### config.mk
export PLATFORM = sky130hd
export DESIGN_NAME = huff_decoder_flat
export DESIGN_NICKNAME = d
export VERILOG_FILES = /design/src/rtl/huff_decoder_if.sv /design/src/rtl/huff_decoder.sv /design/src/flat_wrapper.sv
export SDC_FILE = /design/constraint.sdc
export NUM_CORES = 1
export LEC_CHECK = 0
export CAP_MARGIN = 40
export CORE_UTILIZATION = 56
export DETAILED_ROUTE_END_ITERATION = 12
export GPL_ROUTABILITY_DRIVEN = 0
export HOLD_SLACK_MARGIN = 0.15
export PLACE_DENSITY = 0.72
export REMOVE_ABC_BUFFERS = 1
export SLEW_MARGIN = 20
export SYNTH_ARGS = -nofsm -noshare
export SYNTH_HDL_FRONTEND = slang
export SYNTH_SLANG_ARGS = --single-unit
### constraint.sdc
create_clock -name clock -period 7.9 [get_ports clock]
set_input_delay 1.58 -clock clock [delete_from_list [all_inputs] [get_ports clock]]
set_output_delay 1.58 -clock clock [all_outputs]
set_load 0.05 [all_outputs]
### src/rtl/huff_decoder_if.sv
// Bus bundle for huff_decoder: code-map load, serial bit input and decoded symbol output.
interface huff_decoder_if #(
  parameter int SYM_W   = 3,
  parameter int MAX_LEN = 7
);
  logic               map_valid;
  logic [SYM_W-1:0]   map_sym;
  logic [MAX_LEN-1:0] map_code;
  logic [2:0]         map_len;
  logic               map_done;
  logic               bit_in;
  logic               bit_valid;
  logic [SYM_W-1:0]   sym_out;
  logic               sym_valid;
  logic               map_recv;
  logic               err;

  modport master (
    output map_valid, map_sym, map_code, map_len, map_done, bit_in, bit_valid,
    input  sym_out, sym_valid, map_recv, err
  );

  modport slave (
    input  map_valid, map_sym, map_code, map_len, map_done, bit_in, bit_valid,
    output sym_out, sym_valid, map_recv, err
  );
endinterface

### src/rtl/huff_decoder.sv
// Table-driven serial Huffman decoder: load a code map, then decode one bit per clock,
// emitting a one-cycle symbol pulse per matched code and a sticky error on overrun.
module huff_decoder #(
  parameter int SYM_W   = 3,
  parameter int NSYM    = 8,
  parameter int MAX_LEN = 7
) (
  input logic          clock,
  input logic          reset,
  huff_decoder_if.slave bus
);
  localparam int CW = $clog2(MAX_LEN + 1);

  typedef enum logic [1:0] {
    LOAD   = 2'd0,
    DECODE = 2'd1,
    ERROR  = 2'd2
  } state_e;

  state_e             state_q;
  logic [MAX_LEN-1:0] code_q [NSYM];
  logic [2:0]         len_q  [NSYM];
  logic [NSYM-1:0]    vld_q;
  logic [MAX_LEN-1:0] acc_q;
  logic [CW-1:0]      cnt_q;
  logic [SYM_W-1:0]   sym_q;
  logic               sym_valid_q;
  logic               map_recv_q;
  logic               err_q;

  logic [MAX_LEN-1:0] acc_d;
  logic [MAX_LEN-1:0] mask_d;
  logic [CW-1:0]      cnt_d;
  logic               hit_d;
  logic [SYM_W-1:0]   hit_sym_d;

  // Candidate accumulator with the incoming bit, and the lowest-index table entry it matches.
  always_comb begin
    acc_d     = {acc_q[MAX_LEN-2:0], bus.bit_in};
    cnt_d     = cnt_q + {{(CW-1){1'b0}}, 1'b1};
    mask_d    = '0;
    hit_d     = 1'b0;
    hit_sym_d = '0;
    for (int i = 0; i < MAX_LEN; i++) begin
      if (i < int'(cnt_d)) begin
        mask_d[i] = 1'b1;
      end else begin
        mask_d[i] = 1'b0;
      end
    end
    // Scan downward so the lowest matching symbol index is the one left standing.
    for (int s = NSYM - 1; s >= 0; s--) begin
      if (vld_q[s] && (int'(len_q[s]) == int'(cnt_d)) &&
          (((code_q[s] ^ acc_d) & mask_d) == '0)) begin
        hit_d     = 1'b1;
        hit_sym_d = SYM_W'(s);
      end else begin
        hit_d     = hit_d;
        hit_sym_d = hit_sym_d;
      end
    end
  end

  // Control FSM, code table and registered outputs.
  always_ff @(posedge clock or posedge reset) begin
    if (reset) begin
      state_q     <= LOAD;
      vld_q       <= '0;
      acc_q       <= '0;
      cnt_q       <= '0;
      sym_q       <= '0;
      sym_valid_q <= 1'b0;
      map_recv_q  <= 1'b0;
      err_q       <= 1'b0;
      for (int s = 0; s < NSYM; s++) begin
        code_q[s] <= '0;
        len_q[s]  <= 3'd0;
      end
    end else begin
      sym_valid_q <= 1'b0;
      case (state_q)
        LOAD: begin
          if (bus.map_valid) begin
            code_q[bus.map_sym] <= bus.map_code;
            len_q[bus.map_sym]  <= bus.map_len;
            vld_q[bus.map_sym]  <= (bus.map_len != 3'd0);
          end
          if (bus.map_done) begin
            state_q    <= DECODE;
            map_recv_q <= 1'b1;
          end
        end
        DECODE: begin
          if (bus.bit_valid) begin
            if (hit_d) begin
              sym_q       <= hit_sym_d;
              sym_valid_q <= 1'b1;
              acc_q       <= '0;
              cnt_q       <= '0;
            end else if (int'(cnt_d) == MAX_LEN) begin
              state_q <= ERROR;
              err_q   <= 1'b1;
              acc_q   <= '0;
              cnt_q   <= '0;
            end else begin
              acc_q <= acc_d;
              cnt_q <= cnt_d;
            end
          end
        end
        ERROR: begin
          err_q <= 1'b1;
        end
        default: begin
          state_q <= LOAD;
        end
      endcase
    end
  end

  assign bus.sym_out   = sym_q;
  assign bus.sym_valid = sym_valid_q;
  assign bus.map_recv  = map_recv_q;
  assign bus.err       = err_q;
endmodule

### src/flat_wrapper.sv
// flat-port wrapper written by rule: the top's interface ports become plain ports
module huff_decoder_flat 
#(
  parameter int SYM_W   = 3,
  parameter int NSYM    = 8,
  parameter int MAX_LEN = 7
)
  (clock, reset, bus_map_valid, bus_map_sym, bus_map_code, bus_map_len, bus_map_done, bus_bit_in, bus_bit_valid, bus_sym_out, bus_sym_valid, bus_map_recv, bus_err);
  huff_decoder_if #(.SYM_W(SYM_W), .MAX_LEN(MAX_LEN)) bus_i ();
  input logic clock;
  input logic reset;
  input wire logic [$bits(bus_i.map_valid)-1:0] bus_map_valid;
  input wire logic [$bits(bus_i.map_sym)-1:0] bus_map_sym;
  input wire logic [$bits(bus_i.map_code)-1:0] bus_map_code;
  input wire logic [$bits(bus_i.map_len)-1:0] bus_map_len;
  input wire logic [$bits(bus_i.map_done)-1:0] bus_map_done;
  input wire logic [$bits(bus_i.bit_in)-1:0] bus_bit_in;
  input wire logic [$bits(bus_i.bit_valid)-1:0] bus_bit_valid;
  output wire logic [$bits(bus_i.sym_out)-1:0] bus_sym_out;
  output wire logic [$bits(bus_i.sym_valid)-1:0] bus_sym_valid;
  output wire logic [$bits(bus_i.map_recv)-1:0] bus_map_recv;
  output wire logic [$bits(bus_i.err)-1:0] bus_err;
  assign bus_i.map_valid = bus_map_valid;
  assign bus_i.map_sym = bus_map_sym;
  assign bus_i.map_code = bus_map_code;
  assign bus_i.map_len = bus_map_len;
  assign bus_i.map_done = bus_map_done;
  assign bus_i.bit_in = bus_bit_in;
  assign bus_i.bit_valid = bus_bit_valid;
  assign bus_sym_out = bus_i.sym_out;
  assign bus_sym_valid = bus_i.sym_valid;
  assign bus_map_recv = bus_i.map_recv;
  assign bus_err = bus_i.err;
  huff_decoder #(.SYM_W(SYM_W), .NSYM(NSYM), .MAX_LEN(MAX_LEN)) u_core (.clock(clock), .reset(reset), .bus(bus_i));
endmodule
* Word level (Yosys, flattened, before mapping) *
Cells that the tools add are included.

word-level totals
  output and inout bits = 6
  word-level logic and storage cells = 152
  register bits after elaboration = 105

cells by class
  add/subtract/negate cells = 1
  reduce and logical (&&, ||, !) cells = 35
  $lt $le $gt $ge = 11
  bitwise gates (word level) = 18
  mux-type cells = 48
  equal/unequal tests = 15

operators with widths
  kind                                                                  number
  7-bit AND                                                             8
  56-bit bitwise mux                                                    1
  7-bit logical NOT                                                     8
  7-bit XOR                                                             8
  3-bit 2-to-1 mux                                                      11
  24-bit bitwise mux                                                    1
  3-bit == test                                                         8
  1-bit 2-to-1 mux                                                      22
  7-bit demux with 3-bit select                                         1
  1-bit logical AND                                                     18
  6-bit 2-to-1 mux                                                      2
  3-bit demux with 3-bit select                                         1
  3-bit < comparator, first input constant                              3
  8-bit bitwise mux                                                     1
  2-bit 2-to-1 mux                                                      4
  7-bit 2-to-1 mux                                                      1
  1-bit by 3-bit < comparator with 1-bit output, first input constant   2
  2-bit by 3-bit < comparator with 1-bit output, first input constant   2
  2-bit != test, second input constant                                  3
  2-bit case mux with 3 select lines                                    1
  2-bit AND reduction                                                   3
  5-bit AND reduction                                                   1
  4-bit greater-or-equal comparator, second input constant              1
  3-bit by 4-bit < comparator with 1-bit output, second input constant  1
  other kinds (16)                                                      16

* Logic depth before layout (Yosys ltp) *
  depth after elaboration = 17
  mapped depth = 13
  depth with buffers taken out = 9

* Worst setup path before layout *
OpenSTA, ideal clock, no wires.

  path kind = input-to-reg
  start point = input port bus_bit_in
  end point = register u_core.sym_q[0], in the netlist u_core.bus.sym_out[0]
  stages on the path = 8
  data required time = 7772 ps
  buffers on the path = 1
  path slack = 4551 ps
  arrival time = 3221 ps
  path through = clkbuf_1 > xnor2_1 > a21oi_1 > a2111oi_1 > nand3_2 > nand4_4 > o21ai_1 > mux2_1

between the ends
  cells in the longest elaborated chain, start to end = 13
  elaborated cells between the ends (all ways) = 49
  those cells by class = 16 x mux; 16 x bitwise; 17 x reduce/logical

RTL lines
  element                        RTL line            source
  from (decl)                    flat_wrapper.sv:17  input wire logic [$bits(bus_i.bit_in)-1:0] bus_bit_in;
  7-bit XOR                      huff_decoder.sv:54  (((code_q[s] ^ acc_d) & mask_d) == '0)) begin
  7-bit AND                      huff_decoder.sv:54
  7-bit logical NOT              huff_decoder.sv:54
  1-bit logical AND              huff_decoder.sv:53  if (vld_q[s] && (int'(len_q[s]) == int'(cnt_d)) &&
  1-bit 2-to-1 mux (8 in a row)  huff_decoder.sv:53
  3-bit AND reduction (no line)  n/a
  to (signal assigned)           huff_decoder.sv:96  sym_q <= hit_sym_d;
  to (decl)                      huff_decoder.sv:26  logic [SYM_W-1:0] sym_q;

Several ways; a longest one is shown, not always the timed one.
A chain may end at the register's enable or synchronous reset.

* Worst setup path in the final report *
  start point = register u_core.cnt_q[0]
  end point = register u_core.acc_q[1]

between the ends
  cells in the longest elaborated chain, start to end = 15
  elaborated cells between the ends (all ways) = 66
  those cells by class = 1 x add/sub; 7 x order compare; 9 x eq/ne; 17 x mux; 8 x bitwise; 24 x reduce/logical

RTL lines
  element                                                                      RTL line             source
  from (decl)                                                                  huff_decoder.sv:25   logic [CW-1:0] cnt_q;
  from (signal assigned)                                                       huff_decoder.sv:107  cnt_q <= cnt_d;
  3-bit by 1-bit adder with 3-bit output (*)                                   huff_decoder.sv:40   cnt_d = cnt_q + {{(CW-1){1'b0}}, 1'b1};
  1-bit by 3-bit < comparator with 1-bit output, or another cell as far along  huff_decoder.sv:45   if (i < int'(cnt_d)) begin
  1-bit 2-to-1 mux                                                             huff_decoder.sv:45
  7-bit AND                                                                    huff_decoder.sv:54
  7-bit logical NOT                                                            huff_decoder.sv:54
  1-bit logical AND                                                            huff_decoder.sv:53
  1-bit 2-to-1 mux (8 in a row)                                                huff_decoder.sv:53
  6-bit 2-to-1 mux (*)                                                         huff_decoder.sv:95   if (hit_d) begin
  to (signal assigned)                                                         huff_decoder.sv:98   acc_q <= '0;
  to (signal assigned)                                                         huff_decoder.sv:103  acc_q <= '0;
  to (signal assigned)                                                         huff_decoder.sv:106  acc_q <= acc_d;
  to (decl)                                                                    huff_decoder.sv:24   logic [MAX_LEN-1:0] acc_q;

Mark *: on every way between the ends. The rest lies on a longest branch, timed or not.

==> impl_results.md <==
* Status: finished, final reports clean
* Total core area at a little over 0.009 mm2
* Post-Synthesis Cells at 426
* DP HPWL at 8372 um
* Clock Latency Late Sink at 0.37 ns
* TritonCTS clock tree: yes
* RSZ-0062 raised after global routing: false
* Hold EP: u_core.bus.map_recv$_DFFE_PP0P_
* Die area at 0.009903 mm2
* Setup TNS Final at 0 ns
* Vias in the first global route at 3,484
* Critical path origin: u_core.cnt_q[0]$_DFFE_PP0P_
* Final WS setup at 4.091 ns
* Fin util at 63.52%
* Top Ports at 25
* Routed WL per cell at 20.86 um
* Warnings, synthesis at 0
* Die W at 99.52 um
* IO buf count at 24
* Crit end category: flip-flop
* Die height at 99.52 um
* CP required at 8.20 ns
* Slew Viols, Final at 0
* H-tree depth at 3
* WP data arrival at 4.11 ns
* CTS Buf Count at 9
* Routed vias at 3,491
* Worst r2r dst: u_core.acc_q[1]$_DFFE_PP0P_
* Seq cells post-synth at between 100 and 150
* Largest net degree at the start of global routing at 60
* Peak Freq at between 0.2 and 0.3 GHz
* Post-Syn Area at 0.005325 mm2
* Fraction of layout cells with a size suffix above 1 at 27.17%
* FP Rows at 35
* RR Startpoint: u_core.cnt_q[0]$_DFFE_PP0P_
* First-pass GRT wire length at between 15,000 and 20,000 um
* GRT Util Overall at 26.34%
* Max_cap viols at 0
* Static leakage at 0.002849 uW
* Critical path peak fanout at 13
* Tcrit/Tclk final at 48.21%
* HP Class: reg -> reg
* Antenna violations before repair at 0
* Pre-antenna DRT Iters at 7
* Initial Util at 57.63%
* R2R cell count at 10
* GRT overflow at 0
* R2R Setup Slk at 4.09 ns
* Hold Vio Cnt, Final at 0
* Post-synthesis cell type count at 55
* Max VDD drop at just over 0.2 mV
* CTS resizes at 0
* Slew @ Worst Pin at 0.7805 ns
* Overall Power at 2542 uW
* Cell Pwr Density at 433.0 mW/mm2
* Antenna viol nets, final at 0
* DRT iter0 DRCs at about 160
* Min-delay src: u_core.bus.map_recv$_DFFE_PP0P_
* Worst setup SP type: flip-flop
* WHS Path Cells at 1
* Final cell count without fillers at between 500 and 600
* Final setup violation count at 0
* Buffer count from post-CTS setup fixing at 0
* EDFF count, synth at 0
* Sequential-to-total area share from yosys stat at 49.34%
* Ant diodes at 0
* Hold_buf cts at 0
* Min cycle time layout at 3.809 ns
* Slew headroom at 47.96%
* Final WL at about 12,000 um
* Ys async rst share at 100.0%
* Drt drc at 0
* Clk root buf: clkbuf_8
* Pre-CTS WS at 3.877 ns
* Reg clk slew, reported paths at 0.10 ns
* Mapped Avg Cell Area at between 10 and 15 um2
* Clock buffer depth at 2
* Post-layout nets at 465
* Critical path type: reg -> reg
* Clk_skew at 0.006026 ns
* Clock sink count at 105
* Routed vias/inst at between 6 and 7
* Synthesis-to-layout area growth at 10.22%
* Ys flop type: dfrtp_1
* Cell total after placement at 562
power by group:
part / switching (uW) / internal [uW] / leakage (uW)
Clock: 187 / 159 / 0.0000999
Combinational: 624 / 522 / 0.00136
Sequential: 252 / 798 / 0.00139
Total: 1060 / 1480 / 0.00285
cell type report:
class,count,area (um2)
sequential,105,2628
multi-input combinational,297,2586
clock buffer,10,137.6
timing repair buffer,27,267.8
tap,129,161.4
clock inverter,6,71.32
inverter,4,17.52
fill,738,3371
routing by layer:
| metal | GRT usage (%) | share of wire (%) | vias to the layer above |
|---|---|---|---|
| met3 | 4.568 | 4.8 | 33 |
| met2 | 41.29 | 46 | 106 |
| met1 | 35.23 | 44 | 1779 |
| met4 | 14.14 | 4.7 | 0 |
| met5 | 0 | 0 | - |
| li1 | - | - | 1573 |
registers in the layout, summed over array words and instances, names as in the netlist:
register / count
u_core.state_q: 2
u_core.bus.map_recv: 1
u_core.acc_q: 6
u_core.bus.err: 1
u_core.bus.sym_valid: 1
u_core.code_q: 56
u_core.bus.sym_out: 3
u_core.vld_q: 8
u_core.cnt_q: 3
u_core.len_q: 24
cells by family after synthesis:
family          count (synthesis)  synth area share, %
flops                         105                49.34
mux                            81                17.13
simple gates                   76                9.211
xor+xnor                       74                12.66
compound gates                 64                9.094
buf+inv                        24                2.091
fa+ha+maj                       2               0.4698
per-stage QoR:
stage	hold slack (ns)	instance area (um2)
2_1_floorplan	0.4495	5229
3_3_place_gp	0.4403	5640
3_5_place_dp	0.4440	5660
4_1_cts	0.4671	5869
5_1_grt	0.5015	5869
6_report	0.4625	5869
critical path, stage by stage, from the launching register on:
cell,delay [ns]
dfrtp_1,0.84
inv_1,0.19
ha_1,0.51
buf_8,0.23
and2_1,0.22
nor3_1,0.46
a2111oi_4,0.10
nand4_2,0.15
nand4_4,0.15
nor3_2,0.61
a32o_1,0.28
Yosys cell counts, types with 4 or more instances:
| cell | instances | area share, % |
|---|---|---|
| xnor2_1 | 13 | 2.1 |
| a222oi_1 | 6 | 1.1 |
| clkbuf_1 | 9 | 0.63 |
| nand3_1 | 16 | 1.5 |
| mux2_2 | 80 | 17 |
| a21oi_1 | 13 | 1.2 |
| dfrtp_1 | 105 | 49 |
| nor3_1 | 4 | 0.38 |
| o21ai_0 | 14 | 1.3 |
| nor2_1 | 8 | 0.56 |
| xor2_1 | 59 | 9.7 |
| nand2_1 | 17 | 1.2 |
| buf_2 | 4 | 0.38 |
| a32o_1 | 6 | 1.1 |
| nand4_2 | 7 | 1.6 |
| inv_1 | 4 | 0.28 |
| a22oi_1 | 8 | 1.1 |
cells in the final DEF, fill, tap and decap left out, drive strengths merged, types with 2 or more instances in the layout:
cell	n
nand3b	2
clkinvlp	2
buf	3
a22o	3
nor2	10
dfrtp	105
and3	3
a2111oi	2
o21ai	16
nand2	19
xnor2	14
nand3	17
nand4	11
a31o	2
clkbuf	10
nor3	6
mux2	81
nor2b	2
and2	2
xor2	60
a22oi	8
nor3b	2
clkdlybuf4s50	24
a222oi	6
ha	2
a32o	6
a21oi	13
inv	7
worst max-delay path by stage:
stage	to	slack [ns]
2_1_floorplan	u_core.acc_q[0]$_DFFE_PP0P_	3.56
3_3_place_gp	u_core.acc_q[2]$_DFFE_PP0P_	3.98
3_5_place_dp	u_core.acc_q[1]$_DFFE_PP0P_	3.88
4_1_cts	u_core.acc_q[1]$_DFFE_PP0P_	4.10
5_1_grt	u_core.acc_q[1]$_DFFE_PP0P_	3.84
6_report	u_core.acc_q[1]$_DFFE_PP0P_	4.09
Note: power is estimated with default switching activity, not from simulation.
